[src/rtl/fetch_pkg.sv]
// Shared fetch-stage types and constants, also consumed by decode.
package fetch_pkg;

    localparam int unsigned INST_BYTES = 4;
    localparam int unsigned XLEN       = 32;

    // Canonical NOP (addi x0, x0, 0) used when decode squashes a slot.
    localparam logic [XLEN-1:0] NOP_INST = 32'h0000_0013;

    typedef struct packed {
        logic [XLEN-1:0] inst;
        logic [XLEN-1:0] pc;
    } fetch_entry_t;

endpackage

[src/rtl/fetch_fifo.sv]
// Small synchronous FIFO with flush; head is read straight from the storage registers.
module fetch_fifo #(
    parameter int unsigned WIDTH = 64,
    parameter int unsigned DEPTH = 2,
    localparam int unsigned PTR_W = (DEPTH > 1) ? $clog2(DEPTH) : 1,
    localparam int unsigned CNT_W = $clog2(DEPTH + 1)
) (
    input  logic             clk,
    input  logic             rst,
    input  logic             push_i,
    input  logic [WIDTH-1:0] push_data_i,
    input  logic             pop_i,
    input  logic             flush_i,
    output logic [WIDTH-1:0] head_o,
    output logic             full_o,
    output logic             empty_o,
    output logic [CNT_W-1:0] count_o
);

    logic [WIDTH-1:0] mem_q [DEPTH];
    logic [PTR_W-1:0] rd_ptr_q;
    logic [PTR_W-1:0] wr_ptr_q;
    logic [CNT_W-1:0] count_q;
    logic             do_push;
    logic             do_pop;

    function automatic logic [PTR_W-1:0] ptr_inc(input logic [PTR_W-1:0] p);
        return (32'(p) == DEPTH - 1) ? '0 : p + PTR_W'(1);
    endfunction

    assign full_o  = (count_q == CNT_W'(DEPTH));
    assign empty_o = (count_q == '0);
    assign count_o = count_q;
    assign head_o  = mem_q[rd_ptr_q];
    assign do_push = push_i && !full_o;
    assign do_pop  = pop_i && !empty_o;

    // Flush wins over a same-cycle push so squashed data never becomes visible.
    always_ff @(posedge clk) begin
        if (rst) begin
            for (int i = 0; i < int'(DEPTH); i++) begin
                mem_q[i] <= '0;
            end
            rd_ptr_q <= '0;
            wr_ptr_q <= '0;
            count_q  <= '0;
        end else if (flush_i) begin
            rd_ptr_q <= '0;
            wr_ptr_q <= '0;
            count_q  <= '0;
        end else begin
            if (do_push) begin
                mem_q[wr_ptr_q] <= push_data_i;
                wr_ptr_q        <= ptr_inc(wr_ptr_q);
            end
            if (do_pop) begin
                rd_ptr_q <= ptr_inc(rd_ptr_q);
            end
            count_q <= count_q + CNT_W'(do_push) - CNT_W'(do_pop);
        end
    end

endmodule

[src/rtl/fetch_unit.sv]
// Instruction fetch: PC generation, credit-limited in-order memory requests,
// PC-tagged instruction queue and branch redirect with wrong-path squashing.
module fetch_unit
    import fetch_pkg::*;
#(
    parameter int unsigned           DATA_WIDTH = 32,
    parameter int unsigned           ADDR_WIDTH = 32,
    parameter logic [ADDR_WIDTH-1:0] RESET_PC   = '0,
    parameter int unsigned           FIFO_DEPTH = 2
) (
    input  logic                  clk,
    input  logic                  rst,
    input  logic                  br_taken,
    input  logic [ADDR_WIDTH-1:0] br_target,
    output logic                  imem_req_valid,
    output logic [ADDR_WIDTH-1:0] imem_req_addr,
    input  logic                  imem_req_ready,
    input  logic                  imem_rsp_valid,
    input  logic [DATA_WIDTH-1:0] imem_rsp_data,
    output logic                  inst_valid,
    output logic [DATA_WIDTH-1:0] inst,
    output logic [ADDR_WIDTH-1:0] inst_pc,
    input  logic                  inst_ready
);

    localparam int unsigned CNT_W   = $clog2(FIFO_DEPTH + 1);
    localparam int unsigned ENTRY_W = DATA_WIDTH + ADDR_WIDTH;

    logic [ADDR_WIDTH-1:0] pc_q;
    logic [ADDR_WIDTH-1:0] pc_d;
    logic [CNT_W-1:0]      drop_cnt_q;
    logic [CNT_W-1:0]      drop_cnt_d;
    logic [CNT_W-1:0]      outstanding;
    logic [CNT_W-1:0]      occupancy;
    logic [ADDR_WIDTH-1:0] rsp_pc;
    logic [ENTRY_W-1:0]    iq_head;
    logic                  iq_full;
    logic                  iq_empty;
    logic                  pq_full;
    logic                  pq_empty;
    logic                  req_fire;
    logic                  rsp_fire;
    logic                  rsp_keep;
    logic                  pop_fire;

    // Credit covers both in-flight requests and queued instructions, so the queue never overflows.
    assign imem_req_valid = !rst && ((32'(outstanding) + 32'(occupancy)) < FIFO_DEPTH);
    assign imem_req_addr  = pc_q;
    assign req_fire       = imem_req_valid && imem_req_ready;
    assign rsp_fire       = imem_rsp_valid && (outstanding != '0);
    assign rsp_keep       = rsp_fire && (drop_cnt_q == '0);

    assign inst_valid = !iq_empty;
    assign inst       = iq_head[ENTRY_W-1 -: DATA_WIDTH];
    assign inst_pc    = iq_head[ADDR_WIDTH-1:0];
    assign pop_fire   = inst_valid && inst_ready;

    always_comb begin
        pc_d       = pc_q;
        drop_cnt_d = drop_cnt_q;
        if (req_fire) begin
            pc_d = pc_q + ADDR_WIDTH'(INST_BYTES);
        end
        if (rsp_fire && (drop_cnt_q != '0)) begin
            drop_cnt_d = drop_cnt_q - CNT_W'(1);
        end
        // Everything still in flight after this cycle belongs to the old path.
        if (br_taken) begin
            pc_d       = br_target & ~ADDR_WIDTH'(INST_BYTES - 1);
            drop_cnt_d = outstanding + CNT_W'(req_fire) - CNT_W'(rsp_fire);
        end
    end

    always_ff @(posedge clk) begin
        if (rst) begin
            pc_q       <= RESET_PC;
            drop_cnt_q <= '0;
        end else begin
            pc_q       <= pc_d;
            drop_cnt_q <= drop_cnt_d;
        end
    end

    fetch_fifo #(
        .WIDTH (ENTRY_W),
        .DEPTH (FIFO_DEPTH)
    ) u_inst_q (
        .clk         (clk),
        .rst         (rst),
        .push_i      (rsp_keep),
        .push_data_i ({imem_rsp_data, rsp_pc}),
        .pop_i       (pop_fire),
        .flush_i     (br_taken),
        .head_o      (iq_head),
        .full_o      (iq_full),
        .empty_o     (iq_empty),
        .count_o     (occupancy)
    );

    // Outstanding-request PC record; its count is the outstanding counter.
    fetch_fifo #(
        .WIDTH (ADDR_WIDTH),
        .DEPTH (FIFO_DEPTH)
    ) u_req_pc_q (
        .clk         (clk),
        .rst         (rst),
        .push_i      (req_fire),
        .push_data_i (pc_q),
        .pop_i       (rsp_fire),
        .flush_i     (1'b0),
        .head_o      (rsp_pc),
        .full_o      (pq_full),
        .empty_o     (pq_empty),
        .count_o     (outstanding)
    );

    a_rsp_has_request: assert property (@(posedge clk) disable iff (rst)
        imem_rsp_valid |-> !pq_empty);
    a_req_record_room: assert property (@(posedge clk) disable iff (rst)
        req_fire |-> !pq_full);
    a_queue_no_overflow: assert property (@(posedge clk) disable iff (rst)
        rsp_keep |-> !iq_full);

endmodule

[config.mk]
export PLATFORM = sky130hd
export DESIGN_NAME = fetch_unit
export DESIGN_NICKNAME = d
export VERILOG_FILES = /design/src/rtl/fetch_pkg.sv /design/src/rtl/fetch_fifo.sv /design/src/rtl/fetch_unit.sv
export SDC_FILE = /design/constraint.sdc
export NUM_CORES = 1
export LEC_CHECK = 0
export BUFFER_PORTS_ARGS = -buffer_cell sky130_fd_sc_hd__clkbuf_2
export CAP_MARGIN = 40
export CORE_UTILIZATION = 53
export CTS_BUF_LIST = sky130_fd_sc_hd__clkbuf_4
export DETAILED_ROUTE_END_ITERATION = 12
export GPL_ROUTABILITY_DRIVEN = 0
export GPL_TIMING_DRIVEN = 0
export PLACE_DENSITY = 0.76
export RECOVER_POWER = 25
export SYNTH_ARGS = -nofsm -noshare
export SYNTH_HDL_FRONTEND = slang
export SYNTH_HIERARCHICAL = 1
export SYNTH_SLANG_ARGS = --single-unit
[constraint.sdc]
create_clock -name clk -period 3.2 [get_ports clk]
set_clock_uncertainty 0.2 [all_clocks]
set_input_delay 0.48 -clock clk [delete_from_list [all_inputs] [get_ports clk]]
set_output_delay 0.48 -clock clk [all_outputs]
set_load 0.02 [all_outputs]
==> flow_metrics.env <==
export IMPL_dr_total_vias=7519
export IMPL_rsz0062_at_grt="no"
export IMPL_clk_pin_slew_worst_paths_ns=0.07
export IMPL_syn_to_final_growth_pct=23.90
export IMPL_sw_frac_of_total_pct=23.82
export IMPL_routedWlPerCell_um=16.23
export IMPL_rows=51
export IMPL_crit_buf_inv=2
export IMPL_cp_slowest_stage_delay_ns=0.54
export IMPL_wl_um=23350
export IMPL_dp_final_hpwl_um=15200
export IMPL_cts_tree="built"
export IMPL_die_area_sq_mm=0.02103
export IMPL_antenna_found_initial=1
export IMPL_multi_input_area_sq_mm=0.003996
export IMPL_setup_viol=0
export IMPL_switchingPower_mw=1.516
export IMPL_dieWidth_um=145
export IMPL_slew_headroom_pct=50.88
export IMPL_final_max_slew_violation_count=0
export IMPL_dr_pass1_iters=5
export IMPL_start_util_pct=54.79
export IMPL_drc=0
export IMPL_critPathLaunchType="flop"
export IMPL_powerDensity_mw_per_mm2=473.9
export IMPL_crit_cells=5
export IMPL_leakagePower_nw=5.330
export IMPL_layout_drive_gt1_share_pct=33.59
export IMPL_cp_cell_sequence="and2_1 -> fa_1 -> or3_1 -> inv_1 -> clkbuf_2"
export IMPL_grt_pass1_wl_um=37400
export IMPL_clockBufferDepth=3
export IMPL_core_sq_mm=0.01978
export IMPL_final_antenna_net_count=0
export IMPL_comb_power_share_pct=8.0
export IMPL_root_buffer="clkbuf_4"
export IMPL_outcome="finished, final reports clean"
export IMPL_r2r_cells=7
export IMPL_die_h_um=145
export IMPL_critical_path_top_delay_family="simple AND/OR/NAND/NOR gates"
export IMPL_vias_per_cell=5.225
export IMPL_critPathMaxFanout=7
export IMPL_final_setup_tns_ns=0
export IMPL_fillers=1460
export IMPL_pwr_share_seq_pct=54.8
export IMPL_syn_area_per_cell_sq_um=13.01
export IMPL_cp_required_ns=2.52
export IMPL_worstPathArrival_ns=2.42
export IMPL_path_class="flop to primary output"
export IMPL_clock_sinks=234
export IMPL_crit_path_end_kind="primary output"
export IMPL_fin_area_sq_mm=0.01343
export IMPL_grt_use_total_pct=22.52
export IMPL_ys_warnings_count=6
export IMPL_layout_common_cells="edfxtp_1 (192), clkbuf_2 (135), and2_1 (134), mux2_2 (95), clkbuf_4 (79)"
export IMPL_intPower_mw=4.847
export IMPL_final_common_cell="edfxtp_1"
export IMPL_clkLatencyLatePin_ns=0.69
export IMPL_synth_cells=833
export IMPL_h_tree_depth=2
export IMPL_portBuffers=163
export IMPL_grt_pass1_vias=7498
export IMPL_slowest_stage="or3_1"
export IMPL_fmax_mhz=322.5
export IMPL_p_clk_share_pct=37.2
export IMPL_timing_hold_violations_final=0
export IMPL_io_pin_count=168
export IMPL_maxCapViolations=0
export IMPL_hp_class="input pin to flop"
export IMPL_overflow=0
export IMPL_grt_max_degree=43
export IMPL_power_mw=6.363
export IMPL_netlist_area_sq_mm=0.01084
export IMPL_nets=1214
export IMPL_finalCritPeriodShare_pct=96.91
export IMPL_final_min_clock_period_ns=3.101
export IMPL_regArea_sq_mm=0.006613
export IMPL_hold_ws_ns=0.05271
export IMPL_placed_cell_area_sq_mm=0.01207
export IMPL_vdd_drop_max_mv=0.2581
export IMPL_cts_buffers_inserted=59
export IMPL_initialDrtViolationCount=455
export IMPL_worstMarginPinSlew_ns=0.7311
export IMPL_holdPathStages=4
export IMPL_post_route_util_pct=67.88
power groups by stage:
stage          sequential (mW)  clock (mW)  combinational, mW
6_report                  3.49        2.37              0.509
4_1_cts                   3.49        2.44              0.512
5_1_grt                   3.50        2.59              0.553
2_1_floorplan             3.56           0              0.242
3_5_place_dp              3.55           0              0.443
3_3_place_gp              3.55           0              0.432
area by class of cell:
type | count | share of cell area, %
diodes | 1 | 0.01864
plain buffers | 45 | 1.565
clock buffers | 79 | 4.417
clock inverters | 20 | 0.8572
inverters | 20 | 0.5591
multi-input cells | 540 | 29.76
flip-flops and latches | 234 | 49.25
well taps | 265 | 2.469
repair buffers | 235 | 11.11
registers in the layout, indices dropped and copies added, names as in the netlist, named ones only:
| name | cells |
|---|---|
| imem_req_addr | 30 |
| u_inst_q/rd_ptr_q | 1 |
| u_inst_q/mem_q | 128 |
| u_req_pc_q/wr_ptr_q | 1 |
| u_inst_q/wr_ptr_q | 1 |
| u_req_pc_q/rd_ptr_q | 1 |
| drop_cnt_q | 2 |
| u_req_pc_q/mem_q | 64 |
| u_inst_q/count_o | 2 |
| u_req_pc_q/count_o | 2 |
layer usage:
metal | up-vias | track usage, % | part of all wire [%]
met5 | - | 0 | 0
met4 | 0 | 8.245 | 2.0
met3 | 50 | 4.748 | 7.4
met2 | 330 | 37.50 | 48
met1 | 3484 | 28.98 | 42
li1 | 3655 | - | -
worst min-delay path, cell delays in order:
cell and delay, ns:
clkbuf_2 0.08, and2_1 0.11, a31oi_1 0.04, o221ai_1 0.16
worst paths after layout:
path | startpoint | slack (ns) | end
worst min register to register | u_req_pc_q/rd_ptr_q | 0.31 | flop
worst max register to register | u_req_pc_q/count_o[0] | 0.1 | imem_req_addr[30]
worst max-delay path | u_req_pc_q/count_o[0] | 0.1 | imem_req_valid
worst min-delay path | br_target[31] | 0.05 | imem_req_addr[31]
metrics by stage:
stage | std cells | worst slack [ns]
detailed placement | 1272 | -0.4829
floorplan | 840 | 0.03875
global placement | 1268 | -0.4821
finish | 1439 | 0.09899
CTS | 1440 | 0.001630
global route | 1439 | 0.003345
repair_timing:
| item | 4_1_cts | 5_1_grt |
|---|---|---|
| resized for setup | 10 | 11 |
| endpoints found under the hold margin | 97 | 0 |
| setup buffers | 7 | 0 |
| pin swaps | 5 | 4 |
| hold buffers | 61 | 0 |
| endpoints found under the setup margin | 130 | 56 |
| gates cloned | 2 | 1 |
Power figures use the tool's default switching activity.
